==> src/rtl/random_seq_monitor_pkg.sv <==
// Shared definitions for the random-sequence counter checker: FSM states,
// the sequence order, and lookup helpers used by the LUT.
package random_seq_pkg;

  typedef enum logic [1:0] {HUNT, CONFIRM, LOCKED} state_t;

  localparam logic [3:0] SEQ [8] = '{4'd0, 4'd4, 4'd7, 4'd8, 4'd10, 4'd13, 4'd9, 4'd15};

  function automatic logic seq_member(input logic [3:0] q);
    logic m;
    m = 1'b0;
    for (int i = 0; i < 8; i++)
      if (SEQ[i] == q) m = 1'b1;
    return m;
  endfunction

  // Non-members map to position 0; callers qualify with seq_member().
  function automatic logic [2:0] seq_index(input logic [3:0] q);
    logic [2:0] idx;
    idx = 3'd0;
    for (int i = 0; i < 8; i++)
      if (SEQ[i] == q) idx = 3'(i);
    return idx;
  endfunction

  function automatic logic [3:0] seq_next(input logic [3:0] q);
    logic [2:0] n;
    n = seq_index(q) + 3'd1;
    return SEQ[n];
  endfunction

endpackage

==> src/rtl/random_seq_monitor_lut.sv <==
// Combinational sequence lookup: membership, successor and position of a
// 4-bit counter value.
module random_seq_lut
  import random_seq_pkg::*;
(
  input  logic [3:0] q,
  output logic       member,
  output logic [3:0] nxt,
  output logic [2:0] index
);

  always_comb begin
    member = seq_member(q);
    nxt    = seq_next(q);
    index  = seq_index(q);
  end

endmodule

==> src/rtl/random_seq_monitor.sv <==
// Lock-on checker for the random-sequence counter: tracks position, pulses
// wrap on a locked 0 and error on a locked mismatch, counts errors.
module random_seq_monitor
  import random_seq_pkg::*;
#(
  parameter int LOCK_COUNT = 3,
  parameter int ERR_W      = 8
) (
  input  logic             clk,
  input  logic             clear,
  input  logic             en,
  input  logic [3:0]       q_in,
  output logic             locked,
  output logic [2:0]       index,
  output logic             wrap,
  output logic             error,
  output logic [ERR_W-1:0] err_count
);

  localparam logic [2:0] LC = 3'(LOCK_COUNT);

  state_t     state;
  logic [3:0] expected;
  logic [2:0] match_cnt;

  logic       member;
  logic [3:0] nxt;
  logic [2:0] q_idx;

  random_seq_lut u_lut (
    .q      (q_in),
    .member (member),
    .nxt    (nxt),
    .index  (q_idx)
  );

  always_ff @(posedge clk) begin
    if (clear) begin
      state     <= HUNT;
      locked    <= 1'b0;
      index     <= 3'd0;
      wrap      <= 1'b0;
      error     <= 1'b0;
      err_count <= '0;
      expected  <= 4'd0;
      match_cnt <= 3'd0;
    end else begin
      wrap  <= 1'b0;
      error <= 1'b0;
      if (en) begin
        case (state)
          HUNT: begin
            if (member) begin
              expected  <= nxt;
              match_cnt <= 3'd0;
              state     <= CONFIRM;
            end
          end
          CONFIRM: begin
            if (q_in == expected) begin
              match_cnt <= match_cnt + 3'd1;
              expected  <= nxt;
              if (match_cnt + 3'd1 == LC) begin
                state  <= LOCKED;
                locked <= 1'b1;
                index  <= q_idx;
              end
            end else if (member) begin
              expected  <= nxt;
              match_cnt <= 3'd0;
            end else begin
              state <= HUNT;
            end
          end
          LOCKED: begin
            if (q_in == expected) begin
              index    <= q_idx;
              expected <= nxt;
              wrap     <= (q_in == 4'd0);
            end else begin
              error  <= 1'b1;
              locked <= 1'b0;
              if (err_count != '1) err_count <= err_count + 1'b1;
              // A member value is a plausible new sequence start, so skip HUNT.
              if (member) begin
                expected  <= nxt;
                match_cnt <= 3'd0;
                state     <= CONFIRM;
              end else begin
                state <= HUNT;
              end
            end
          end
          default: state <= HUNT;
        endcase
      end
    end
  end

endmodule

==> config.mk <==
export PLATFORM = sky130hd
export DESIGN_NAME = random_seq_monitor
export DESIGN_NICKNAME = d
export VERILOG_FILES = /design/src/rtl/random_seq_monitor_pkg.sv /design/src/rtl/random_seq_monitor_lut.sv /design/src/rtl/random_seq_monitor.sv
export SDC_FILE = /design/constraint.sdc
export NUM_CORES = 1
export LEC_CHECK = 0
export ABC_AREA = 1
export BUFFER_PORTS_ARGS = -buffer_cell sky130_fd_sc_hd__buf_4
export CAP_MARGIN = 20
export CORE_UTILIZATION = 62
export DETAILED_ROUTE_END_ITERATION = 6
export PLACE_DENSITY = 0.85
export SKIP_LAST_GASP = 1
export SYNTH_ARGS = -nofsm -noshare
export SYNTH_HDL_FRONTEND = slang
export SYNTH_HIERARCHICAL = 1
export SYNTH_SLANG_ARGS = --single-unit
export TNS_END_PERCENT = 5
==> constraint.sdc <==
create_clock -name clk -period 4.16 [get_ports clk]
set_input_delay 0.208 -clock clk [delete_from_list [all_inputs] [get_ports clk]]
set_output_delay 0.208 -clock clk [all_outputs]
set_load 0.005 [all_outputs]
* Word-level counts from Yosys, hierarchy flattened
Memories as Yosys holds them, arrays and structs flattened. Index checks and enable logic that the tools add are counted.
Storage, ports and cells: output and inout bits 14, memories kept 1, register bits after elaboration 23, logic and storage cells 90, bits in read-only memories 32
Operators by class: order comparisons 1, multiplexer cells 40, reduce and logical (&&, ||, !) cells 14, equality and inequality tests 19, add/subtract/negate cells 3, bitwise operators 4
Memory list:
- (no name shown) | words 8, bits a word 4, read ports 1, clocked after Yosys merged registers in 0, write ports 0, RTL line random_seq_monitor_pkg.sv:29 | return SEQ[n];
Operators with widths (number):
- $mux 3 | 10
- $eq 4x4->1 const A | 5
- $mux 4 | 4
- $reduce_and 5->1 | 3
- $mux 1 | 14
- $mux 2 | 7
- $ne 2x2->1 const B | 5
- $pmux 3 s3 | 1
- $add 8x1->8 const B | 1
- $eq 3x4->1 const A | 2
- $ne 8x8->1 const B | 1
- $pmux 4 s2 | 1
- $add 3x1->3 const B | 2
- $ne 3x3->1 const B | 2
- $pmux 2 s3 | 1
- $pmux 3 s2 | 1
- $eq 4x4->1 | 1
- $ge 4x4->1 const B | 1
- $logic_not 4->1 | 1
- $not 3->4 | 1
- $reduce_and 4->1 | 1
- $reduce_bool 2->1 | 2
- $reduce_or 4->1 | 1
- $eq 3x2->1 const B | 1
- other kinds (10) | 12

* Depth between registers and ports, before layout
Gate-level depths: netlist of run 1.
depth after elaboration 16, gate-level depth with buffers 12, gate-level depth less buffers 12

* By module
The synthesis of run 1 kept the hierarchy.
By module, submodules not included:
- random_seq_monitor | cells each 188, times used 1, area an instance 1410.1 µm²
- random_seq_lut | cells each 49, times used 1, area an instance 231.5 µm²

* Worst setup path before layout of run 1
OpenSTA, ideal clock, no wires.
path type reg2reg, from register state[0], to register err_count[6], stages on the path, launching flop included 8, required time 4.042 ns, arrival 1.254 ns, period minus slack after synthesis 1.372 ns, path buffers 0, slack 2.788 ns, cell sequence dfxtp_1 > inv_1 > ha_1 > nand2_1 > a21oi_4 > nand2_4 > nor3_1 > nor2_1
Between the ends: word-level cells in the longest chain between the ends 2
RTL lines:
- start, declared | RTL line random_seq_monitor.sv:22 | state_t state;
- start signal, assigned | RTL line random_seq_monitor.sv:39 | state <= HUNT;
- start signal, assigned | RTL line random_seq_monitor.sv:56 | state <= CONFIRM;
- start signal, assigned | RTL line random_seq_monitor.sv:64 | state <= LOCKED;
- $eq 2x2->1 | RTL line random_seq_monitor.sv:51 | case (state)
- $reduce_and 4->1 (no line)
- end signal, assigned | RTL line random_seq_monitor.sv:83 | if (err_count != '1) err_count <= err_count + 1'b1;
- end, declared | RTL line random_seq_monitor.sv:17 | output logic [ERR_W-1:0] err_count
Every way passes these cells. A chain may end at the register's enable or synchronous reset.

* Worst setup path after layout of run 1
Ends and elaborated chain as after synthesis.

==> flow_summary.json, run 1 <==
{
  "run_status": "completed",
  "syn_avg_cell_area_um2": 6.93,
  "grt_setup_unrepaired": "no",
  "cp_cell_sequence": "inv_1 -> ha_1 -> nand2_1 -> a21oi_4 -> nand2_4 -> nor3_1 -> nor2_1",
  "r2r_end": "err_count[6]",
  "synth_fp_nets": 251,
  "syn_area_um2": 1640,
  "wl_met2_um": 1530,
  "worst_path_largest_cell_delay_ns": 0.36,
  "critPathRequiredTime_ns": 4.38,
  "drive_above_1_share": 0.259,
  "drtPass1Iterations": 4,
  "fin_area_um2": 1850,
  "crit_start": "state[0]",
  "fillers": 222,
  "hold_buffers": 0,
  "chipWidth_um": 53.5,
  "grt-ovfl-total": 0,
  "cp-endpoint": "err_count[6]",
  "cts_resized": 0,
  "die_y_um": 53.5,
  "hpwl_um": 2630,
  "num_antenna_cells": 0,
  "r2r.worst_path.cells": 7,
  "cts_buffers": 3,
  "ff2ff_setup_slack_ns": 2.53,
  "power_w": 0.000493,
  "slew_violations": 0,
  "drc_errors": 0,
  "async_flop_share": 0,
  "synth_cells": 237,
  "post_cts_buffers": 0,
  "post-route-period-util": 0.392,
  "routedWlPerCell_um": 11.8,
  "slew_headroom": 0.795,
  "antenna_found_initial": 0,
  "grt_pass1_vias": 1367,
  "routed.top_layer": "met4",
  "holdPathStages": 2,
  "final_core_util": 0.740,
  "setup_ws_ns": 2.53,
  "pwr-share-clk": 0.211,
  "start_kind": "flop",
  "pwr-share-comb": 0.302,
  "vias_per_cell": 5.24,
  "cp-end-kind": "flop",
  "grt_pass1_wl_um": 5620,
  "drt_iter0_markers": 42,
  "netlist-cell-type-count": 29,
  "vias": 1515,
  "yosys_warnings": 6,
  "place_area_um2": 1820,
  "rows": 18,
  "synthTopCellsByArea": "dfxtp_1 28%, nand2_1 13%, nand3_1 7.0%",
  "hold_viol_final": 0,
  "seq_area_frac_synth": 0.280,
  "die_area_um2": 2860,
  "io_pins": 21,
  "power_leakage_nw": 0.931,
  "p_per_area_nw_per_um2": 266,
  "synth_common_cells": "57 x nand2_1, 25 x inv_1, 23 x dfxtp_1, 23 x nand3_1, 20 x nor2_1",
  "cts_max_level": 1,
  "drtAntennaViolNets": 0,
  "clock-sinks": 23,
  "slowest_stage": "dfxtp_1",
  "areaGrowthSynthToFinish_pct": 12.7,
  "cts.clk_slew.worst_paths_ns": 0.12,
  "drv_cap": 0,
  "nNetsFinal": 274,
  "grt_max_degree": 18,
  "pre_cts_ws_ns": 2.58,
  "root_buffer": "clkbuf_4",
  "synth_ff_type": "dfxtp_1",
  "dr_wl_met3_um": 156,
  "synth_edf_count": 0,
  "io_buffers": 20,
  "worstHoldStart": "clear",
  "fin_setup_tns_ns": 0,
  "path_class": "flop to flop",
  "synth-seq-cells": 23,
  "fmax_mhz": 614,
  "synth_top_area_share": 0.280,
  "setup-violations-final": 0,
  "track_usage": 0.272,
  "place.gp.congestion": 0.934,
  "ir_worst_vdd_uv": 281,
  "switching_power_w": 0.000174,
  "worst_slew_pin_slew_ns": 0.307,
  "totalWireLength_um": 3400,
  "swShare": 0.352,
  "seqPwrFrac": 0.488,
  "start_util": 0.657,
  "synth.largest_area_cell": "dfxtp_1",
  "coreArea_um2": 2500,
  "p_int_w": 0.000319,
  "worstPathMaxFanout": 8,
  "synth.most_common_cell": "nand2_1",
  "clock_skew_ns": 0.00268,
  "post-route-min-period_ns": 1.63,
  "r2r-start": "state[0]",
  "hold_class": "primary input to flop",
  "clk_path_buf_depth": 2,
  "clk_latency_ns": 0.31,
  "wl_met1_um": 1680,
  "worstPathArrival_ns": 1.85,
  "cts_tree": "built"
}
-- layout by cell type, fill, tap and decap left out, drive strengths merged --
| master | count |
|---|---|
| nand4 | 6 |
| a211oi | 1 |
| nor3 | 2 |
| nor4 | 1 |
| ha | 7 |
| xnor2 | 2 |
| a21oi | 19 |
| buf | 20 |
| o21ai | 8 |
| inv | 33 |
| clkbuf | 3 |
| dfxtp | 23 |
| nand3 | 29 |
| xor2 | 3 |
| clkinv | 1 |
| nand3b | 2 |
| nor2 | 27 |
| nand2 | 72 |
-- area by class of cell --
cell class | count | area, µm² | area share
clock buffer | 3 | 22.5 | 0.0122
clock inverter | 1 | 5.00 | 0.00271
inverter | 33 | 124 | 0.0670
multi-input combinational | 179 | 1050 | 0.568
sequential | 23 | 460 | 0.249
tap | 30 | 37.5 | 0.0203
timing repair buffer | 20 | 150 | 0.0812
-- flip-flops by register name, summed over array words and instances (netlist names) --
| signal | flops |
|---|---|
| error | 1 |
| index | 3 |
| expected | 4 |
| err_count | 8 |
| locked | 1 |
| match_cnt | 3 |
| state | 2 |
| wrap | 1 |
-- power groups by stage --
stage | sequential, W | combinational (W) | clock (W)
3_3_place_gp | 0.000245 | 0.000143 | 0
3_5_place_dp | 0.000245 | 0.000147 | 0
6_report | 0.000240 | 0.000149 | 0.000104
4_1_cts | 0.000240 | 0.000148 | 0.000109
5_1_grt | 0.000242 | 0.000166 | 0.000114
2_1_floorplan | 0.000244 | 0.000110 | 0
-- worst min path at each step --
| stage | end |
|---|---|
| 6_report | match_cnt[2] |
| 3_5_place_dp | index[0] |
| 2_1_floorplan | error |
| 4_1_cts | match_cnt[1] |
| 3_3_place_gp | index[0] |
| 5_1_grt | match_cnt[1] |
-- worst max-delay path: cells and delay by family, from the launching register on --
family / cells / cell delay (ns)
adder cells (fa/ha/maj): 1 / 0.28
AO/OA/AOI/OAI: 1 / 0.30
buffers and inverters: 1 / 0.10
AND/OR/NAND/NOR: 4 / 0.51
flip-flops: 1 / 0.36
-- cell families after synthesis --
group	share of synthesized area
simple gates	0.456
fa+ha+maj	0.0534
flops	0.280
xor+xnor	0.0267
compound gates	0.104
buf+inv	0.0800
-- layer usage --
metal  vias to the layer above  global-route usage
met4                         0              0.0702
met5                         -                   0
met2                        34               0.467
met1                       667               0.341
met3                         7              0.0517
li1                        807                   -
-- stage by stage --
step	hold WS (ns)	std cells
2_1_floorplan	0.364	237
5_1_grt	0.172	289
4_1_cts	0.170	289
6_report	0.186	289
3_5_place_dp	0.454	285
3_3_place_gp	0.453	285
No activity file was read; power rests on OpenSTA's default activity.
==> run 2, diff against run 1 <==
Settings changed: ABC_AREA 1 to 0, CORE_UTILIZATION 62 to 50, PLACE_DENSITY 0.85 to 0.74.
Clock period 4.16 ns to 1.4 ns, I/O delays scaled along.
==> flow_summary.json, run 2 <==
{
  "cts_max_level": 1,
  "clk_latency_ns": 0.32,
  "setup-violations-final": 22,
  "grt_pass1_wl_um": 4930,
  "synth.most_common_cell": "dfxtp_1",
  "cp_cell_sequence": "xor2_1 -> or4_4 -> or4_4 -> nor3b_2 -> a211o_1",
  "drc_errors": 0,
  "synth_common_cells": "23 x dfxtp_1, 14 x nor2_1, 9 x nand2b_1, 8 x mux2i_1, 8 x xnor2_1",
  "final_common_cell": "buf_4",
  "crit_family": "simple AND/OR/NAND/NOR gates",
  "die_y_um": 55.2,
  "hold_class": "primary input to flop",
  "cp-end-kind": "flop",
  "io_buffers": 20,
  "drtAntennaViolNets": 0,
  "critPathBufInv": 0,
  "num_antenna_cells": 0,
  "hold_viol_final": 0,
  "track_usage": 0.223,
  "synth-seq-cells": 23,
  "r2r.worst_path.cells": 5,
  "rows": 18,
  "p_per_area_nw_per_um2": 662,
  "routedWlPerCell_um": 12.7,
  "synth_ff_type": "dfxtp_1",
  "worstHoldStart": "clear",
  "post-route-period-util": 1.31,
  "areaGrowthSynthToFinish_pct": 30.7,
  "drtPass1Iterations": 4,
  "post-route-min-period_ns": 1.84,
  "r2r-start": "expected[2]",
  "netlist-cell-type-count": 47,
  "grt-ovfl-total": 0,
  "fin_area_um2": 1850,
  "fmax_mhz": 544,
  "cts.clk_slew.worst_paths_ns": 0.13,
  "critPathRequiredTime_ns": 1.68,
  "synthTopCellsByArea": "dfxtp_1 33%, ha_1 6.2%, mux2i_1 5.7%",
  "slew_violations": 0,
  "slew_headroom": 0.721,
  "final-instance-count-excl-fill": 239,
  "chipWidth_um": 55.2,
  "ff2ff_setup_slack_ns": -0.44,
  "worstPathArrival_ns": 2.11,
  "r2r_end": "match_cnt[2]",
  "grt_max_degree": 16,
  "cts_buffers": 3,
  "async_flop_share": 0,
  "ir_worst_vdd_uv": 603,
  "fin_setup_tns_ns": -6.70,
  "totalWireLength_um": 3040,
  "seq_area_frac_synth": 0.326,
  "io_pins": 21,
  "run_status": "complete, but fails checks",
  "synth_fp_nets": 175,
  "drv_cap": 0,
  "place.gp.congestion": 0.857,
  "coreArea_um2": 2570,
  "grt_setup_unrepaired": "yes",
  "vias": 1308,
  "synth_top_area_share": 0.326,
  "synth_cells": 161,
  "cp_common_cell": "or4_4",
  "hpwl_um": 2390,
  "yosys_warnings": 6,
  "slowest_stage": "or4_4",
  "cts_resized": 1,
  "clk_path_buf_depth": 2,
  "nNetsFinal": 224,
  "clock-sinks": 23,
  "largest_register_ffs": 8,
  "worst_slew_pin_slew_ns": 0.411,
  "grt_pass1_vias": 1211,
  "pre_cts_ws_ns": -0.418,
  "power_leakage_nw": 0.791,
  "path_class": "flop to flop",
  "antenna_found_initial": 0,
  "start_kind": "flop",
  "cts_tree": "built",
  "drive_above_1_share": 0.335,
  "setup_ws_ns": -0.438,
  "syn_avg_cell_area_um2": 8.78,
  "worst_path_largest_cell_delay_ns": 0.56,
  "final_cell_mix": "52 x buf_4, 21 x dfxtp_1, 14 x nor2_1",
  "clock_skew_ns": 0.00690,
  "synth.largest_area_cell": "dfxtp_1",
  "die_area_um2": 3040,
  "reg.largest.list": "err_count (8), expected (4)",
  "violations": "setup timing",
  "synth_edf_count": 0,
  "hold_buffers": 0,
  "post_cts_buffers": 0,
  "hold_end": "err_count[6]",
  "crit_start": "expected[2]",
  "place_area_um2": 1810,
  "regMostFlops": "err_count",
  "worstPathMaxFanout": 3,
  "final_core_util": 0.720,
  "start_util": 0.551,
  "drt_iter0_markers": 14,
  "vias_per_cell": 5.47,
  "holdPathStages": 2,
  "syn_area_um2": 1410,
  "dp.cells": 235,
  "root_buffer": "clkbuf_4"
}
==> run 2: changes by cell type after synthesis, sizes merged, moves of 8 or more <==
cell    previous run  this run
nand3             29         8
a21oi             19         6
nor2              27        15
nand2             72         7
mux2i              0         8
nand2b             0        10
inv               33         5
==> run 2: metal layers <==
metal / up-vias / wire [µm] / GRT usage
met5: - / 0 / 0
met4: 0 / 10 / 0.0375
li1: 668 / - / -
met3: 2 / 77 / 0.0328
met2: 21 / 1560 / 0.416
met1: 617 / 1400 / 0.269
==> run 2: through the flow <==
step	hold WS [ns]	power, W
2_1_floorplan	0.213	0.000824
3_3_place_gp	0.356	0.000914
3_5_place_dp	0.363	0.000922
4_1_cts	0.0126	0.00124
5_1_grt	0.0102	0.00128
6_report	0.0262	0.00122
==> run 2: cells by family (layout without fill, tap and decap cells) <==
| logic type | Yosys count | after routing | share of synthesized area |
|---|---|---|---|
| xor gates and xnor gates | 12 | 12 | 0.0743 |
| DFF | 23 | 23 | 0.326 |
| AOI/OAI and AO/OA | 25 | 25 | 0.118 |
| and+or+nand+nor | 73 | 73 | 0.322 |
| muxes | 8 | 8 | 0.0566 |
| buffers and inverters | 13 | 61 | 0.0416 |
| adders and majority gates | 7 | 7 | 0.0619 |
==> run 2: area by class of cell <==
class / instances / area (µm²)
Sequential cell: 23 / 463
Timing Repair Buffer: 52 / 390
Multi-Input combinational cell: 125 / 911
Inverter: 5 / 18.8
Tap cell: 30 / 37.5
Fill cell: 213 / 719
Clock buffer: 3 / 22.5
Clock inverter: 1 / 5.00
==> run 2: worst max path at each step <==
stage | endpoint | slack (ns) | cells past startpoint
6_report | match_cnt[2] | -0.44 | 5
4_1_cts | match_cnt[2] | -0.45 | 5
3_3_place_gp | match_cnt[2] | -0.37 | 5
3_5_place_dp | match_cnt[2] | -0.42 | 5
2_1_floorplan | match_cnt[2] | -0.34 | 5
5_1_grt | match_cnt[2] | -0.48 | 5
==> run 2: power by group <==
part | total (W) | switching (W) | leakage, nW | internal, W
Combinational | 0.000236 | 0.000118 | 0.586 | 0.000117
Sequential | 0.000673 | 0.00000748 | 0.187 | 0.000665
Clock | 0.000316 | 0.000209 | 0.0177 | 0.000107
Total | 0.00122 | 0.000335 | 0.791 | 0.000890
==> run 2: worst register-to-register path, cell delays in order (launching register included) <==
cell     delay [ns]
dfxtp_2        0.35
xor2_1         0.15
or4_4          0.56
or4_4          0.46
nor3b_2        0.18
a211o_1        0.11
==> run 3, diff against run 2 <==
Settings changed: CELL_PAD_IN_SITES_DETAIL_PLACEMENT set to 1, CELL_PAD_IN_SITES_GLOBAL_PLACEMENT set to 2, CORE_UTILIZATION 50 to 32, CTS_BUF_LIST set to sky130_fd_sc_hd__clkbuf_4 sky130_fd_sc_hd__clkbuf_8, PLACE_DENSITY 0.74 to 0.83.
==> flow_summary.json, run 3 (same netlist as run 2, synthesis figures left out) <==
{
  "run_status": "complete, but fails checks",
  "violations": "setup timing",
  "seqPwrFrac": 0.499,
  "cts.clk_slew.worst_paths_ns": 0.09,
  "drtAntennaViolNets": 0,
  "grt_max_degree": 17,
  "track_usage": 0.182,
  "cts_resized": 0,
  "grt-ovfl-total": 0,
  "post-route-period-util": 1.32,
  "worst_path_largest_cell_delay_ns": 0.56,
  "slew_headroom": 0.655,
  "regMostFlops": "err_count",
  "reg.largest.list": "err_count (8), expected (4)",
  "die_y_um": 68.5,
  "grt_pass1_wl_um": 6230,
  "wl_met2_um": 2040,
  "cts_tree": "built",
  "place_area_um2": 1880,
  "clk_path_buf_depth": 2,
  "hold_end": "err_count[5]",
  "setup_ws_ns": -0.442,
  "fin_area_um2": 1930,
  "drc_errors": 0,
  "place.gp.congestion": 0.916,
  "largest_register_ffs": 8,
  "rows": 23,
  "power_leakage_nw": 0.828,
  "vias": 1353,
  "io_pins": 21,
  "grt_setup_unrepaired": "yes",
  "worst_slew_pin_slew_ns": 0.510,
  "clock_skew_ns": 0.00678,
  "cp_cell_sequence": "xor2_1 -> or4_4 -> or4_4 -> nor3b_2 -> a211o_1",
  "r2r_end": "match_cnt[2]",
  "antenna_found_initial": 0,
  "hold_class": "primary input to flop",
  "ir_worst_vdd_uv": 474,
  "drtPass1Iterations": 4,
  "final_common_cell": "buf_4",
  "clock-sinks": 23,
  "nNetsFinal": 229,
  "num_antenna_cells": 0,
  "switching_power_w": 0.000361,
  "die_area_um2": 4690,
  "io_buffers": 20,
  "post-route-min-period_ns": 1.84,
  "setup-violations-final": 22,
  "worstPathMaxFanout": 3,
  "chipWidth_um": 68.5,
  "hold_viol_final": 0,
  "hpwl_um": 3130,
  "cp-end-kind": "flop",
  "coreArea_um2": 4120,
  "cp_common_cell": "or4_4",
  "swShare": 0.269,
  "routedWlPerCell_um": 14.9,
  "worstHoldStart": "clear",
  "areaGrowthSynthToFinish_pct": 36.4,
  "pre_cts_ws_ns": -0.442,
  "holdPathStages": 2,
  "start_kind": "flop",
  "grt_pass1_vias": 1365,
  "hold_buffers": 0,
  "routed.top_layer": "met4",
  "p_int_w": 0.000982,
  "final_cell_mix": "56 x buf_4, 23 x dfxtp_1, 14 x nor2_1",
  "path_class": "flop to flop",
  "fmax_mhz": 543,
  "clk_latency_ns": 0.27,
  "start_util": 0.344,
  "critPathRequiredTime_ns": 1.62,
  "slowest_stage": "or4_4",
  "drv_cap": 0,
  "p_per_area_nw_per_um2": 696,
  "vias_per_cell": 5.13,
  "cts_max_level": 1,
  "drt_iter0_markers": 43,
  "root_buffer": "clkbuf_8",
  "r2r-start": "expected[2]",
  "pwr-share-comb": 0.183,
  "pwr-share-clk": 0.318,
  "worstPathArrival_ns": 2.06,
  "wl_met1_um": 1750,
  "drive_above_1_share": 0.332,
  "dr_wl_met3_um": 67,
  "totalWireLength_um": 3930,
  "cts_buffers": 3,
  "r2r.worst_path.cells": 5,
  "ff2ff_setup_slack_ns": -0.44,
  "slew_violations": 0
}
-- run 3: cell types whose count changed in the layout (fill, tap and decap cells not counted), sizes merged --
cell / delta
buf: +5
-- run 3: how the worst max path moves through the flow --
stage	cells past startpoint	start	endpoint
after CTS	5	expected[2]	match_cnt[2]
after floorplan	5	expected[2]	match_cnt[2]
after global placement	5	expected[1]	match_cnt[2]
after detailed placement	5	expected[2]	match_cnt[2]
after global routing	5	expected[1]	match_cnt[2]
final	5	expected[2]	match_cnt[2]
-- run 3: critical path: cells and delay by family, from the launching register on --
family	cells	cell delay, ns
AND/OR/NAND/NOR	3	1.19
XOR/XNOR	1	0.16
AO/OA/AOI/OAI	1	0.12
flip-flops	1	0.33
-- run 3: power groups by stage --
stage / registers [W] / logic, W / clock network, W
final: 0.000670 / 0.000246 / 0.000427
after global routing: 0.000671 / 0.000269 / 0.000470
after CTS: 0.000670 / 0.000249 / 0.000440
after detailed placement: 0.000685 / 0.000247 / 0
after global placement: 0.000684 / 0.000234 / 0
after floorplan: 0.000685 / 0.000139 / 0
-- run 3: routing by layer --
layer / vias up / global-route usage
met1: 660 / 0.209
met3: 5 / 0.0250
li1: 678 / -
met4: 0 / 0.0781
met5: - / 0
met2: 10 / 0.331
-- run 3: area by class of cell --
type,count,area [µm²]
fillers,518,2190
clock inverters,1,5.00
clock buffers,3,41.3
inverters,5,18.8
repair buffers,57,440
flip-flops and latches,23,460
multi-input cells,125,900
well taps,50,62.6
-- run 3: timing repair --
action	in CTS	in global routing
buffers inserted	0	0
pin swaps	0	0
setup endpoints to repair	22	23
hold endpoints to repair	0	0
-- run 3: stage by stage --
stage	total power, W	hold slack, ns	TNS, ns	instances	utilization
after floorplan	0.000824	0.213	-4.82	161	-
after global placement	0.000918	0.350	-5.74	260	0.457
after detailed placement	0.000932	0.362	-6.83	260	0.457
after CTS	0.00136	0.0673	-7.47	264	0.469
after global routing	0.00141	0.0750	-9.87	264	0.469
final	0.00134	0.0685	-7.04	264	0.469
